## config.mk

```make
export PLATFORM = sky130hd
export DESIGN_NAME = peri_timer
export DESIGN_NICKNAME = d
export VERILOG_FILES = /design/src/rtl/peri_timer.sv
export SDC_FILE = /design/constraint.sdc
export NUM_CORES = 1
export LEC_CHECK = 0
export CAP_MARGIN = 20
export CORE_MARGIN = 3
export CORE_UTILIZATION = 46
export CTS_CLUSTER_SIZE = 12
export DETAILED_ROUTE_END_ITERATION = 16
export PLACE_DENSITY_LB_ADDON = 0.15
export SLEW_MARGIN = 5
export SYNTH_ARGS = -nofsm -noshare
export SYNTH_HDL_FRONTEND = slang
export SYNTH_SLANG_ARGS = --single-unit
```

## constraint.sdc

```tcl
create_clock -name i_clk -period 12 [get_ports i_clk]
set_input_delay 1.2 -clock i_clk [delete_from_list [all_inputs] [get_ports i_clk]]
set_output_delay 1.2 -clock i_clk [all_outputs]
set_load 0.02 [all_outputs]
```

## src/rtl/peri_timer.sv

```systemverilog
// peri_timer: bus-slot timer with a prescaler, a 32-bit up-counter, compare match, auto-reload and a level IRQ.
// Define PERI_TIMER_CAPTURE_EN to add the synchronized i_capture input and the CAPTURE register.
module peri_timer #(
    parameter int unsigned PRESCALE_W  = 16,
    parameter logic [31:0] COMPARE_RST = 32'hFFFF_FFFF
) (
    input  logic        i_clk,
    input  logic        i_rst,
    input  logic [31:0] i_addr,
    input  logic        i_wren,
    input  logic        i_rden,
    input  logic [31:0] i_wdata,
    input  logic [3:0]  i_wstrb,
    output logic        o_ready,
    output logic [31:0] o_rdata,
    output logic        o_irq
`ifdef PERI_TIMER_CAPTURE_EN
    ,
    input  logic        i_capture
`endif
);

    typedef enum logic [2:0] {
        REG_CTRL     = 3'd0,
        REG_PRESCALE = 3'd1,
        REG_COUNT    = 3'd2,
        REG_COMPARE  = 3'd3,
        REG_STATUS   = 3'd4,
        REG_CAPTURE  = 3'd5,
        REG_RSVD6    = 3'd6,
        REG_RSVD7    = 3'd7
    } reg_idx_e;

    reg_idx_e              idx;
    logic [2:0]            ctrl;      // {IRQ_EN, AUTO_RELOAD, EN}
    logic [PRESCALE_W-1:0] prescale;
    logic [PRESCALE_W-1:0] pcnt;
    logic [31:0]           count;
    logic [31:0]           compare;
    logic                  st_match;
    logic                  st_capt;
    logic [31:0]           capture;
    logic [31:0]           pre_ext;
    logic [31:0]           rd_val;
    logic                  tick;
    logic                  hit;
    logic                  clr_status;
    logic                  unused_addr;

    function automatic logic [31:0] bmask(input logic [31:0] cur, input logic [31:0] wd,
                                          input logic [3:0] be);
        logic [31:0] r;
        r = cur;
        for (int unsigned b = 0; b < 4; b++) begin
            if (be[b]) r[8*b +: 8] = wd[8*b +: 8];
        end
        return r;
    endfunction

    assign idx         = reg_idx_e'(i_addr[4:2]);
    assign unused_addr = ^{i_addr[31:5], i_addr[1:0]};
    assign tick        = ctrl[0] && (pcnt == prescale);
    assign hit         = tick && (count == compare);
    assign clr_status  = i_wren && (idx == REG_STATUS) && i_wstrb[0];
    assign o_irq       = st_match & ctrl[2];

    always_comb begin
        pre_ext                 = '0;
        pre_ext[PRESCALE_W-1:0] = prescale;
    end

    always_comb begin
        rd_val = '0;
        case (idx)
            REG_CTRL:     rd_val[2:0] = ctrl;
            REG_PRESCALE: rd_val      = pre_ext;
            REG_COUNT:    rd_val      = count;
            REG_COMPARE:  rd_val      = compare;
            REG_STATUS:   rd_val[1:0] = {st_capt, st_match};
            REG_CAPTURE:  rd_val      = capture;
            default:      rd_val      = '0;
        endcase
    end

    always_ff @(posedge i_clk or posedge i_rst) begin
        if (i_rst) begin
            o_ready  <= 1'b0;
            o_rdata  <= '0;
            ctrl     <= '0;
            prescale <= '0;
            pcnt     <= '0;
            count    <= '0;
            compare  <= COMPARE_RST;
            st_match <= 1'b0;
        end else begin
            o_ready <= i_rden | i_wren;
            o_rdata <= i_rden ? rd_val : '0;

            if (i_wren && (idx == REG_CTRL) && i_wstrb[0]) ctrl <= i_wdata[2:0];

            if (i_wren && (idx == REG_PRESCALE)) begin
                prescale <= PRESCALE_W'(bmask(pre_ext, i_wdata, i_wstrb));
                pcnt     <= '0;
            end else if (ctrl[0]) begin
                pcnt <= tick ? '0 : pcnt + PRESCALE_W'(1);
            end

            // A software write in a tick cycle overrides (and drops) the increment.
            if (i_wren && (idx == REG_COUNT)) count <= bmask(count, i_wdata, i_wstrb);
            else if (tick) count <= (hit && ctrl[1]) ? '0 : count + 32'd1;

            if (i_wren && (idx == REG_COMPARE)) compare <= bmask(compare, i_wdata, i_wstrb);

            if (hit) st_match <= 1'b1;
            else if (clr_status && i_wdata[0]) st_match <= 1'b0;
        end
    end

`ifdef PERI_TIMER_CAPTURE_EN
    logic [2:0] cap_sync;   // [1:0] synchronizer, [2] previous synchronized level
    logic       cap_edge;

    assign cap_edge = cap_sync[1] & ~cap_sync[2];

    always_ff @(posedge i_clk or posedge i_rst) begin
        if (i_rst) begin
            cap_sync <= '0;
            capture  <= '0;
            st_capt  <= 1'b0;
        end else begin
            cap_sync <= {cap_sync[1:0], i_capture};
            if (cap_edge) begin
                capture <= count;
                st_capt <= 1'b1;
            end else if (clr_status && i_wdata[1]) begin
                st_capt <= 1'b0;
            end
        end
    end
`else
    assign capture = '0;
    assign st_capt = 1'b0;
`endif

endmodule

```

==> summary.txt <==
Clocking
  • Clock Tree Root: clkbuf_16
  • Clk slew on worst S/H paths: 0.06 ns
  • Worst-Skew Late Latency: 0.42 ns
  • CTS H-Tree Depth: 4
  • CTS Buffer Depth: 2
  • CTS buffer count: 17
  • CTS resizes: 0
  • Clock sink count: roughly 130
  • Hold Buf Count CTS: 0
  • Post-CTS Setup Bufs: 0
  • CTS tree: done

Pwr
  • VDD IR max: 0.000116 V
  • Pwr Density: 176 nW/um2
  • Tot Pwr: 1.53 mW
  • Int Power: around 1.0 mW
  • Power share of the combinational group: approximately a quarter
  • Flop pwr share: about two fifths
  • Switch share: approximately 32%
  • Static Leak: roughly 3.6 nW
  • Clock power share: between 30% and 40%
  • P_sw: between 0.4 and 0.5 mW

Cells and area
  • Share of layout cells above drive strength 1: between 20% and 30%
  • Final core utilization: a little under three fifths
  • Final non-filler cell area: 8700 um2
  • Area grow syn2layout: 18.6%
  • Final std cells w/o fill: 980
  • Nets@finish: 830
  • Ant. Diodes: 0

Timing
  • Slew Viols, Final: 0
  • Endpoints failing setup: 0
  • Minimum clock period: between 4 and 5 ns
  • Final Cycle Share: 34.5%
  • Setup slack after layout: 7.86 ns
  • Fmax: 241 MHz
  • Min Hold Slack: 0.562 ns
  • Worst-Margin Slew: 0.956 ns
  • Slew headroom: 36.0%
  • Final Hold Fails: 0
  • Worst Skew: 0.00551 ns
  • RSZ-0062 raised after global routing: false
  • Setup TNS: 0 ns

Synth
  • Register bit total from synthesis: 133
  • Post-synth top area cell: dfrtp_1
  • Post-synthesis average cell area: 10.5 um2
  • Mapped Cells: 701
  • Post-synth top area share: 34.5%
  • Number of synthesized flops with an enable pin: 0
  • Post-synthesis sequential area ratio: between 40% and 50%
  • Synth async-reset ratio: 100%
  • Top cells by count, synth: dfrtp_1, mux2_2, nor2_1
  • Cell area after synthesis: 7330 um2
  • Ys flop type: dfrtp_1
  • Synth Net Count: 775
  • Number of synthesis warnings: 0
  • Most frequent cell after synthesis: dfrtp_1
  • Netlist cell types: 64
  • Dominant cells by area after synthesis: dfrtp_1, dfstp_2, mux2_2, xnor2_1, nand4_1

Floorplan
  • Die W: between 100 and 150 um
  • Number of I/O pins: about 110
  • Area of the die: around 17000 um2
  • Starting Density: 47.7%
  • Site row count: 45
  • Placeable Area: between 15000 and 20000 um2
  • Die Span Y: approximately 130 um

Detailed routing
  • Detailed Routing Iterations Pass 1: 5
  • Vias per inst: 5.88
  • Vias after detailed routing: 5760
  • Initial DRC count: 462
  • Total wire length: 19000 um
  • Wire per inst: 19.4 um
  • Post-route DRC: 0
  • DRT antenna net count: 0

Placed design
  • # port buffers: 76
  • GP Congestion: 0.856
  • Placed Area: 8130 um2
  • HPWL Detailed: about 13000 um
  • Worst Setup Slack post-DPL: 7.44 ns
  • Cells after DPL: about 950

Setup path
  • Maximum fanout along the worst path: 24
  • CP endpoint kind: flip-flop
  • WP data required: 12.34 ns
  • Worst R2R Start: count[27]
  • Critical path arrival: 4.48 ns
  • Crit Path Class: primary input to flip-flop
  • Worst setup SP type: primary input
  • Worst Setup SP: i_addr[3]

Global route
  • Global-route total usage across every layer: 21.9%
  • Initial antenna violation count: 0
  • Largest net degree at the start of global routing: 76
  • First-pass GRT wire length: 30600 um
  • Remaining global-route overflow: 0
  • Vias in the first global route: 5548

Flow run
  • Max-cap check violation count: 0

Run status
  • Status: finished clean

Min path
  • HP Class: flip-flop to flip-flop
  • Min-Delay Startpoint: prescale[14]
## flip-flops by register name, indices dropped and copies added, names as in the netlist
name	flops
count	32
o_rdata	32
compare	32
pcnt	16
st_match	1
prescale	16
o_ready	1
ctrl	3
## cell families (layout without fill, tap and decap cells)
group,after synthesis,after routing,synth area share [%]
XOR/XNOR,62,62,7.41
AO/OA/AOI/OAI,106,106,10.2
buffers and inverters,63,131,4.51
adder cells (fa/ha/maj),2,2,0.341
multiplexers,80,80,12.3
AND/OR/NAND/NOR,255,255,19.3
flip-flops,133,133,46.0
## critical path, cell delays in order
cell,delay (ns)
clkdlybuf4s50_1,0.90
nor4bb_4,0.38
buf_4,0.25
nor4_4,0.69
a21boi_2,0.32
or4_1,0.56
o211ai_1,0.16
## worst paths after layout
check,end,slack (ns),depth (start not counted)
max reg2reg,count[12],8.96,6
max in group asynchronous,pcnt[9],9.35,3
min in group asynchronous,o_rdata[18],1.35,2
min reg2reg,prescale[14],0.56,1
max,count[25],7.86,7
min,prescale[14],0.56,1
## routing by layer
metal / routed length [um] / vias up / track usage [%]
met5: 0 / - / 0
met2: 9230 / 167 / 35.5
li1: - / 2660 / -
met1: 8690 / 2908 / 30.0
met4: 291 / 0 / 5.60
met3: 810 / 25 / 4.92
## final cells by class
type,count,area [um2]
clock inverters,9,77.6
well taps,211,264
fillers,1316,6680
multi-input cells,505,3630
inverters,17,66.3
repair buffers,82,801
clock buffers,23,488
flip-flops and latches,133,3370
## cells in the final DEF, fill, tap and decap left out, types with 17 or more instances in the layout
cell type / count
dfrtp_1: 101
clkdlybuf4s50_1: 75
mux2_2: 62
nor2_1: 58
nand2_1: 50
xnor2_1: 49
nand4_1: 44
dfstp_2: 32
nand3_1: 21
o211ai_1: 20
and3_1: 19
a21oi_1: 18
a22oi_1: 17
clkbuf_16: 17
## power by group through the flow
stage / sequential, mW / combinational [mW] / clock [mW]
final: 0.637 / 0.397 / 0.496
after global routing: 0.649 / 0.433 / 0.524
after CTS: 0.634 / 0.396 / 0.507
after detailed placement: 0.640 / 0.394 / 0
after global placement: 0.636 / 0.386 / 0
after floorplan: 0.618 / 0.292 / 0
No activity file was read; power rests on OpenSTA's default activity.
